**src/rtl/vga_pkg.sv**
```systemverilog
// Shared constants, types and helpers for the VGA timing core.
// Latency: n/a (package only).
// Backpressure: n/a (package only).
//
// Contents: default 640x480@60 timing constants, the pattern mode enum and
// a helper that sums a timing group into its total period.
package vga_pkg;

  localparam int DEF_CLK_DIV  = 4;
  localparam int DEF_COLOR_W  = 4;

  localparam int DEF_H_ACTIVE = 640;
  localparam int DEF_H_FP     = 16;
  localparam int DEF_H_SYNC   = 96;
  localparam int DEF_H_BP     = 48;

  localparam int DEF_V_ACTIVE = 480;
  localparam int DEF_V_FP     = 10;
  localparam int DEF_V_SYNC   = 2;
  localparam int DEF_V_BP     = 33;

  typedef enum logic [1:0] {
    MODE_EXT   = 2'd0,
    MODE_BARS  = 2'd1,
    MODE_CHECK = 2'd2,
    MODE_WHITE = 2'd3
  } vga_mode_e;

  // Total period of one timing group (H_TOTAL or V_TOTAL).
  function automatic int vga_total(input int active, input int fp,
                                   input int sync, input int bp);
    return active + fp + sync + bp;
  endfunction

endpackage

```
**src/rtl/vga_pattern_gen.sv**
```systemverilog
// Combinational colour source: external pass-through or a built-in test pattern.
// Latency: 0 cycles (pure combinational).
// Backpressure: none; output follows x/y/mode directly.
//
// Ports:
//   x, y              current pixel coordinate
//   mode              pattern select (external / bars / checkerboard / white)
//   ext_r/g/b         external colour, passed through in MODE_EXT
//   r, g, b           selected colour (blanking is applied by the caller)
module vga_pattern_gen
  import vga_pkg::*;
#(
  parameter int H_ACTIVE = DEF_H_ACTIVE,
  parameter int COLOR_W  = DEF_COLOR_W,
  parameter int X_W      = 10,
  parameter int Y_W      = 10
) (
  input  logic [X_W-1:0]     x,
  input  logic [Y_W-1:0]     y,
  input  vga_mode_e          mode,
  input  logic [COLOR_W-1:0] ext_r,
  input  logic [COLOR_W-1:0] ext_g,
  input  logic [COLOR_W-1:0] ext_b,
  output logic [COLOR_W-1:0] r,
  output logic [COLOR_W-1:0] g,
  output logic [COLOR_W-1:0] b
);

  localparam logic [COLOR_W-1:0] ONES = {COLOR_W{1'b1}};

  logic [31:0] x_w;
  logic [31:0] y_w;
  logic [31:0] bar_idx;
  logic [2:0]  bar_code;
  logic        check_on;
  logic        unused_bits;

  assign x_w = 32'(x);
  assign y_w = 32'(y);

  // Eight equal-width bars across the active line; only indices 0..7 are
  // ever displayed, out-of-range values land in the blanking interval.
  assign bar_idx  = (x_w * 32'd8) / 32'(H_ACTIVE);
  assign bar_code = 3'd7 - bar_idx[2:0];

  // 32-pixel squares.
  assign check_on = x_w[5] ^ y_w[5];

  assign unused_bits = ^{bar_idx[31:3], y_w[31:6], y_w[4:0]};

  always_comb begin
    r = '0;
    g = '0;
    b = '0;
    case (mode)
      MODE_EXT: begin
        r = ext_r;
        g = ext_g;
        b = ext_b;
      end
      MODE_BARS: begin
        r = bar_code[2] ? ONES : '0;
        g = bar_code[1] ? ONES : '0;
        b = bar_code[0] ? ONES : '0;
      end
      MODE_CHECK: begin
        r = check_on ? ONES : '0;
        g = check_on ? ONES : '0;
        b = check_on ? ONES : '0;
      end
      MODE_WHITE: begin
        r = ONES;
        g = ONES;
        b = ONES;
      end
      default: begin
        r = '0;
        g = '0;
        b = '0;
      end
    endcase
  end

endmodule

```
**src/rtl/vga_timing_core.sv**
```systemverilog
// VGA raster timing generator with blanked, sync-aligned colour output.
// Latency: one pixel (one pix_ce) from coordinate request to VGA pins.
// Backpressure: none; free-running raster, ext_* must be valid by the next pix_ce.
//
// Ports:
//   CLK100MHZ, CPU_RESETN   system clock, async active-low reset
//   mode                    pattern select, latched at frame start
//   ext_r/g/b               external colour for the coordinate on pix_x/pix_y
//   pix_x/pix_y, pix_req    requested coordinate and active-area flag
//   pix_ce, frame_start     pixel strobe and start-of-frame pulse
//   VGA_R/G/B, VGA_HS/VS    registered pin outputs
// Build option: define VGA_PATTERN_EN to compile in the test pattern generator
// and mode latch; without it mode is ignored and colour always comes from ext_*.
module vga_timing_core
  import vga_pkg::*;
#(
  parameter int CLK_DIV  = DEF_CLK_DIV,
  parameter int H_ACTIVE = DEF_H_ACTIVE,
  parameter int H_FP     = DEF_H_FP,
  parameter int H_SYNC   = DEF_H_SYNC,
  parameter int H_BP     = DEF_H_BP,
  parameter int V_ACTIVE = DEF_V_ACTIVE,
  parameter int V_FP     = DEF_V_FP,
  parameter int V_SYNC   = DEF_V_SYNC,
  parameter int V_BP     = DEF_V_BP,
  parameter bit SYNC_POL = 1'b0,
  parameter int COLOR_W  = DEF_COLOR_W,
  localparam int H_TOTAL = vga_total(H_ACTIVE, H_FP, H_SYNC, H_BP),
  localparam int V_TOTAL = vga_total(V_ACTIVE, V_FP, V_SYNC, V_BP),
  localparam int X_W     = $clog2(H_TOTAL),
  localparam int Y_W     = $clog2(V_TOTAL)
) (
  input  logic               CLK100MHZ,
  input  logic               CPU_RESETN,
  input  logic [1:0]         mode,
  input  logic [COLOR_W-1:0] ext_r,
  input  logic [COLOR_W-1:0] ext_g,
  input  logic [COLOR_W-1:0] ext_b,
  output logic [X_W-1:0]     pix_x,
  output logic [Y_W-1:0]     pix_y,
  output logic               pix_req,
  output logic               pix_ce,
  output logic               frame_start,
  output logic [COLOR_W-1:0] VGA_R,
  output logic [COLOR_W-1:0] VGA_G,
  output logic [COLOR_W-1:0] VGA_B,
  output logic               VGA_HS,
  output logic               VGA_VS
);

  localparam int              DIV_W    = $clog2(CLK_DIV);
  localparam logic [DIV_W-1:0] DIV_LAST = DIV_W'(CLK_DIV - 1);
  localparam logic [X_W-1:0]  H_LAST   = X_W'(H_TOTAL - 1);
  localparam logic [Y_W-1:0]  V_LAST   = Y_W'(V_TOTAL - 1);

  localparam logic [31:0] H_ACT_U = 32'(H_ACTIVE);
  localparam logic [31:0] V_ACT_U = 32'(V_ACTIVE);
  localparam logic [31:0] HS_BEG  = 32'(H_ACTIVE + H_FP);
  localparam logic [31:0] HS_END  = 32'(H_ACTIVE + H_FP + H_SYNC);
  localparam logic [31:0] VS_BEG  = 32'(V_ACTIVE + V_FP);
  localparam logic [31:0] VS_END  = 32'(V_ACTIVE + V_FP + V_SYNC);

  logic [DIV_W-1:0]   div_cnt;
  logic [X_W-1:0]     hcnt;
  logic [Y_W-1:0]     vcnt;
  logic [31:0]        hcnt_w;
  logic [31:0]        vcnt_w;
  logic               hs_raw;
  logic               vs_raw;
  logic               h_wrap;
  logic [COLOR_W-1:0] col_r;
  logic [COLOR_W-1:0] col_g;
  logic [COLOR_W-1:0] col_b;

  // ---------------------------------------------------------------- timing
  assign pix_ce = (div_cnt == DIV_LAST);
  assign h_wrap = (hcnt == H_LAST);

  always_ff @(posedge CLK100MHZ or negedge CPU_RESETN) begin
    if (!CPU_RESETN) begin
      div_cnt <= '0;
      hcnt    <= '0;
      vcnt    <= '0;
    end else begin
      div_cnt <= pix_ce ? '0 : div_cnt + 1'b1;
      if (pix_ce) begin
        hcnt <= h_wrap ? '0 : hcnt + 1'b1;
        if (h_wrap) begin
          vcnt <= (vcnt == V_LAST) ? '0 : vcnt + 1'b1;
        end
      end
    end
  end

  assign hcnt_w      = 32'(hcnt);
  assign vcnt_w      = 32'(vcnt);
  assign pix_x       = hcnt;
  assign pix_y       = vcnt;
  assign pix_req     = (hcnt_w < H_ACT_U) && (vcnt_w < V_ACT_U);
  assign hs_raw      = (hcnt_w >= HS_BEG) && (hcnt_w < HS_END);
  assign vs_raw      = (vcnt_w >= VS_BEG) && (vcnt_w < VS_END);
  assign frame_start = pix_ce && (hcnt == '0) && (vcnt == '0);

  // ---------------------------------------------------------- colour source
`ifdef VGA_PATTERN_EN
  vga_mode_e mode_q;
  vga_mode_e mode_eff;

  always_ff @(posedge CLK100MHZ or negedge CPU_RESETN) begin
    if (!CPU_RESETN) begin
      mode_q <= MODE_EXT;
    end else if (frame_start) begin
      mode_q <= vga_mode_e'(mode);
    end
  end

  // Pixel (0,0) is registered on the same edge that latches mode, so it
  // uses the incoming value directly to keep the whole frame consistent.
  assign mode_eff = frame_start ? vga_mode_e'(mode) : mode_q;

  vga_pattern_gen #(
    .H_ACTIVE (H_ACTIVE),
    .COLOR_W  (COLOR_W),
    .X_W      (X_W),
    .Y_W      (Y_W)
  ) u_pattern_gen (
    .x     (hcnt),
    .y     (vcnt),
    .mode  (mode_eff),
    .ext_r (ext_r),
    .ext_g (ext_g),
    .ext_b (ext_b),
    .r     (col_r),
    .g     (col_g),
    .b     (col_b)
  );
`else
  logic unused_mode;

  assign unused_mode = ^mode;
  assign col_r       = ext_r;
  assign col_g       = ext_g;
  assign col_b       = ext_b;
`endif

  // ------------------------------------------------------------ pin stage
  // Colour and both syncs share one register stage so they stay aligned.
  always_ff @(posedge CLK100MHZ or negedge CPU_RESETN) begin
    if (!CPU_RESETN) begin
      VGA_R  <= '0;
      VGA_G  <= '0;
      VGA_B  <= '0;
      VGA_HS <= ~SYNC_POL;
      VGA_VS <= ~SYNC_POL;
    end else if (pix_ce) begin
      VGA_R  <= pix_req ? col_r : '0;
      VGA_G  <= pix_req ? col_g : '0;
      VGA_B  <= pix_req ? col_b : '0;
      VGA_HS <= hs_raw ? SYNC_POL : ~SYNC_POL;
      VGA_VS <= vs_raw ? SYNC_POL : ~SYNC_POL;
    end
  end

endmodule

```
**config.mk**
```make
export PLATFORM = sky130hd
export DESIGN_NAME = vga_timing_core
export DESIGN_NICKNAME = d
export VERILOG_FILES = /design/src/rtl/vga_pkg.sv /design/src/rtl/vga_pattern_gen.sv /design/src/rtl/vga_timing_core.sv
export SDC_FILE = /design/constraint.sdc
export NUM_CORES = 1
export LEC_CHECK = 0
export ABC_CLOCK_PERIOD_IN_PS = 2750
export CAP_MARGIN = 20
export CORE_MARGIN = 3
export CORE_UTILIZATION = 50
export DETAILED_ROUTE_END_ITERATION = 16
export PLACE_DENSITY = 0.89
export SETUP_SLACK_MARGIN = 0.2
export SYNTH_ARGS = -nofsm -noshare
export SYNTH_HDL_FRONTEND = slang
export SYNTH_SLANG_ARGS = --single-unit
export TNS_END_PERCENT = 1
```
**constraint.sdc**
```tcl
create_clock -name CLK100MHZ -period 2.75 [get_ports CLK100MHZ]
set_input_delay 0.55 -clock CLK100MHZ [delete_from_list [all_inputs] [get_ports CLK100MHZ]]
set_output_delay 0.55 -clock CLK100MHZ [all_outputs]
set_load 0.02 [all_outputs]
```
# Word-level counts from Yosys, hierarchy flattened
# Cells that the tools add are included.
[word_totals] word_cells=36 latchBits=0 ramBits=0 mem_count=0 ff_bits=36 rom_bits=0 output_inout_bits=37 inputBits=16
[classes] add_sub_neg=3 n_div=0 magnitude_cmp=6 mux=8 mul=0 n_reduce_logical=8 shifts=0 n_eq_ne=3 n_bitwise=0
[op_table] cell="$add A10 B1 Y10 const B" count=2
[op_table] cell="$eq A10 B10 Y1 const B" count=2
[op_table] cell="$logic_not A10 Y1" count=2
[op_table] cell="$lt A10 B10 Y1 const B" count=2
[op_table] cell="$lt A10 B9 Y1 const B" count=2
[op_table] cell="$mux W10" count=2
[op_table] cell="$mux W4" count=3
[op_table] cell="$ge A10 B10 Y1 const B" count=1
[op_table] cell="$ge A10 B9 Y1 const B" count=1
[op_table] cell="$logic_and A1 B1 Y1" count=5
[op_table] cell="$add A2 B1 Y2 const B" count=1
[op_table] cell="$eq A2 B2 Y1 const B" count=1
[op_table] cell="$mux W1" count=2
[op_table] cell="$mux W2" count=1
[op_table] cell="$reduce_and A2 Y1" count=1

# Longest topological paths before layout
[logic_depth] word_depth=3 ltp_mapped=8 mapped_depth_nobuf=5

# Worst setup path before layout
# Ideal clock, no wire load.
[synth_timing] path_type="reg2out" startpoint="register hcnt[0] (netlist: pix_x[0])" endpoint="output port frame_start" path_slack_ps=473 t_arrival_ps=1727 path_stages_with_launch=6 t_required_ps=2200 path_buffers=0 cell_sequence="dfrtp_1 > inv_1 > ha_1 > nor4b_1 > nand3_1 > nor4_1"
[synth_via] elab_chain_cells=3
[synth_rtl] element="from (decl)" line_no="vga_timing_core.sv:64" source="logic [X_W-1:0] hcnt;"
[synth_rtl] element="from (signal assigned)" line_no="vga_timing_core.sv:87" source="hcnt <= h_wrap ? '0 : hcnt + 1'b1;"
[synth_rtl] element="$logic_not A10 Y1" line_no="vga_timing_core.sv:102" source="assign frame_start = pix_ce && (hcnt == '0) && (vcnt == '0);"
[synth_rtl] element="$logic_and A1 B1 Y1 (2 in a row)" line_no="vga_timing_core.sv:102"
[synth_rtl] element="to (decl)" line_no="vga_timing_core.sv:43" source="output logic frame_start,"
# Every way passes these cells.

# Worst setup path in the final report
[layout_timing] startpoint="register div_cnt[0]" endpoint="output port pix_ce"
[layout_via] elab_chain_cells=1
[layout_rtl] element="from (decl)" line_no="vga_timing_core.sv:63" source="logic [DIV_W-1:0] div_cnt;"
[layout_rtl] element="from (signal assigned)" line_no="vga_timing_core.sv:85" source="div_cnt <= pix_ce ? '0 : div_cnt + 1'b1;"
[layout_rtl] element="$eq A2 B2 Y1" line_no="vga_timing_core.sv:76" source="assign pix_ce = (div_cnt == DIV_LAST);"
[layout_rtl] element="to (decl)" line_no="vga_timing_core.sv:42" source="output logic pix_ce,"
# Every way passes these cells.

==> impl_metrics.py <==
metrics = {
    "timing": {
        "hold_viol": 0,
        "fin_crit_sh_pct": 89.2,
        "fmax_mhz": 408,
        "rsz0062_at_grt": "yes",
        "tightest_slew_ns": 0.761,
        "fin_setup_tns_ns": 0,
        "fin_skew_ns": 0.00401,
        "slew_viol_final": 0,
        "setup_viol": 0,
        "slew_headroom_pct": 49.2,
        "timing.final.crit_period_ns": 2.45,
        "fin_ws_ns": 0.298,
    },
    "floorplan": {
        "initial_core_util_pct": 54.7,
        "die_h_um": 65.2,
        "core.rowCount": 20,
        "coreArea_mm2": 0.00320,
        "ios": 53,
        "die_w_um": 65.2,
        "die_area_mm2": 0.00425,
    },
    "clocking": {
        "clkTransAtPathRegs_ns": 0.10,
        "numCtsBuffers": 5,
        "cts_sinks": 36,
        "clock_path_buffers": 2,
        "clock-root-buffer": "clkbuf_4",
        "htreeDepth": 2,
        "cts_tree": "yes",
        "insertion_delay_ns": 0.33,
    },
    "yosys": {
        "synthCells": 182,
        "synth_top_area_share_pct": 48.5,
        "ys.flop_type": "dfrtp_1",
        "ys_ff_latch": 36,
        "ys_warn_count": 0,
        "netlist_top_cells_count": "dfrtp_1, nand2_1, inv_1",
        "syn_nets": 203,
        "synth-edff-count": 0,
        "yosysTopAreaCell": "dfrtp_1",
        "yosysMostFrequentCell": "dfrtp_1",
        "yosys.cell_types.count": 36,
        "ys_seq_area_share_pct": 51.5,
        "syn_area_mm2": 0.00175,
        "async_reset_ff_share_pct": 100,
        "synth.avg_cell_area_um2": 9.63,
        "synth_area_leaders": "dfrtp_1, nand2_1, o22ai_1, nand3_1, ha_1",
    },
    "place": {
        "preCtsSetupSlack_ns": 0.219,
        "io_buffers": 50,
        "place_hpwl_um": 2830,
        "place_congestion": 0.862,
    },
    "min_path": {
        "hp-class": "primary input to async pin",
    },
    "setup_path": {
        "crit_path_end_kind": "output port",
        "required_ns": 2.20,
        "critical_path_class": "register to output port",
        "cp_max_fo": 37,
        "worstPathArrival_ns": 1.90,
        "critPathLaunchType": "register",
    },
    "pwr": {
        "swShare_pct": 22.2,
        "ir_drop_uv": 260,
        "power_density_mw_per_mm2": 380,
        "p_switching_w": 0.000200,
        "p_int_w": 0.000699,
        "clkPwrFrac_pct": 32.2,
        "power.leakage_nw": 1.04,
        "p_comb_share_pct": 7.4,
        "pwr-share-seq_pct": 60.4,
    },
    "grt": {
        "grt_overflow": 0,
        "grt_max_degree": 38,
        "antenna_found_initial": 0,
        "track_usage_pct": 20.2,
        "grt_pass1_vias": 1411,
        "grt_first_pass_wirelength_um": 6650,
    },
    "flow_run": {
        "maxCapViolCount": 0,
    },
    "routing": {
        "wl_per_cell_um": 13.9,
        "drc": 0,
        "drt-pass1-iter-count": 4,
        "detail_route.iter0.violations": 103,
        "ant_nets": 0,
        "drt-total-wl_um": 3900,
        "via_per_inst": 5.31,
        "vias": 1493,
    },
    "cells_and_area": {
        "drive_gt1_share_pct": 8.02,
        "syn2layout_area_growth_pct": 34.8,
        "final_nets": 257,
        "num_antenna_cells": 0,
    },
    "run_status": {
        "status": "completed",
    },
}
## through the flow
step	hold WS [ns]	instances	util [%]	total power (W)	area, um^2
6_report	0.277	281	73.8	0.000899	2360
5_1_grt	0.338	281	73.8	0.000947	2360
4_1_cts	0.300	281	73.8	0.000910	2360
3_5_place_dp	0.435	273	71.8	0.000621	2300
3_3_place_gp	0.417	273	71.8	0.000619	2300
2_1_floorplan	0.254	182	-	0.000573	1750
## power by group through the flow
stage / clock (W) / combinational, W / sequential [W]
2_1_floorplan: 0 / 0.00000808 / 0.000564
3_3_place_gp: 0 / 0.0000667 / 0.000553
3_5_place_dp: 0 / 0.0000676 / 0.000553
4_1_cts: 0.000299 / 0.0000679 / 0.000543
5_1_grt: 0.000330 / 0.0000728 / 0.000545
6_report: 0.000290 / 0.0000664 / 0.000543
## logic make-up after synthesis
logic type               count (synthesis)  synth area share [%]
XOR/XNOR                                10                  5.00
AO/OA/AOI/OAI                           27                  8.99
flip-flops                              36                  51.5
multiplexers                             2                  1.14
AND/OR/NAND/NOR                         77                  23.8
adder cells (fa/ha/maj)                  5                  3.57
buffers and inverters                   25                  5.92
## routing by layer
metal	global-route usage [%]	part of all wire (%)	vias up
met1	26.5	43	684
met2	32.1	48	59
li1	-	-	746
met4	5.44	0.74	0
met3	6.84	7.6	4
met5	0	0	-
## sequential cells by signal (all words and copies together), names as in the netlist
| register | cells |
|---|---|
| pix_x | 10 |
| pix_y | 10 |
| VGA_B | 4 |
| VGA_G | 4 |
| VGA_R | 4 |
| div_cnt | 2 |
| VGA_HS | 1 |
| VGA_VS | 1 |
## final cells by class
type | count | area (um^2)
sequential | 36 | 903
fill | 249 | 840
multi-input combinational | 121 | 752
timing repair buffer | 55 | 531
inverter | 17 | 63.8
clock buffer | 8 | 58.8
tap | 44 | 55.1
## worst paths after layout
check / cells past startpoint / to / slack [ns] / startpoint
worst max-delay path: 3 / pix_ce / 0.30 / div_cnt[0]
worst min-delay path: 1 / pix_y[0] / 0.28 / CPU_RESETN
worst max register to register: 6 / pix_y[6] / 0.49 / div_cnt[0]
worst min register to register: 1 / div_cnt[0] / 0.45 / div_cnt[0]
max in group asynchronous: 1 / VGA_B[2] / 1.99 / CPU_RESETN
min in group CLK100MHZ: 1 / div_cnt[0] / 0.45 / div_cnt[0]
## worst max-delay path: stages (launching register included)
cell	delay, ns
dfrtp_1	0.37
ha_1	0.18
buf_4	0.34
clkdlybuf4s50_1	0.67
## cell usage in the layout (no fill, tap or decap), types with 2 or more instances in the layout
master           netlist  routed
a21oi_1                4       4
and3_1                 5       5
and4_1                 2       2
and4b_1                2       2
buf_4                  2       5
clkbuf_1               4       2
clkbuf_4               0       5
clkdlybuf4s50_1        0      47
dfrtp_1               34      34
dfstp_2                2       2
ha_1                   5       5
inv_1                 16      16
mux2i_1                2       2
nand2_1               23      23
nand3_1               14      14
nand3b_1               2       2
nand4_1                4       4
nor2_1                 8       8
nor3_1                 2       2
nor4_1                 3       2
o21ai_1                8       8
o22ai_1               12      12
or2_1                  2       2
or3_1                  2       2
or4_1                  2       2
xnor2_1                5       5
xor2_1                 5       5
## what timing repair did
action,4_1_cts,5_1_grt
hold endpoints to repair,0,0
buffers inserted,0,0
setup endpoints to repair,1,3
hold buffers,0,0
gates resized for setup,2,4
No activity file was read; power rests on OpenSTA's default activity.
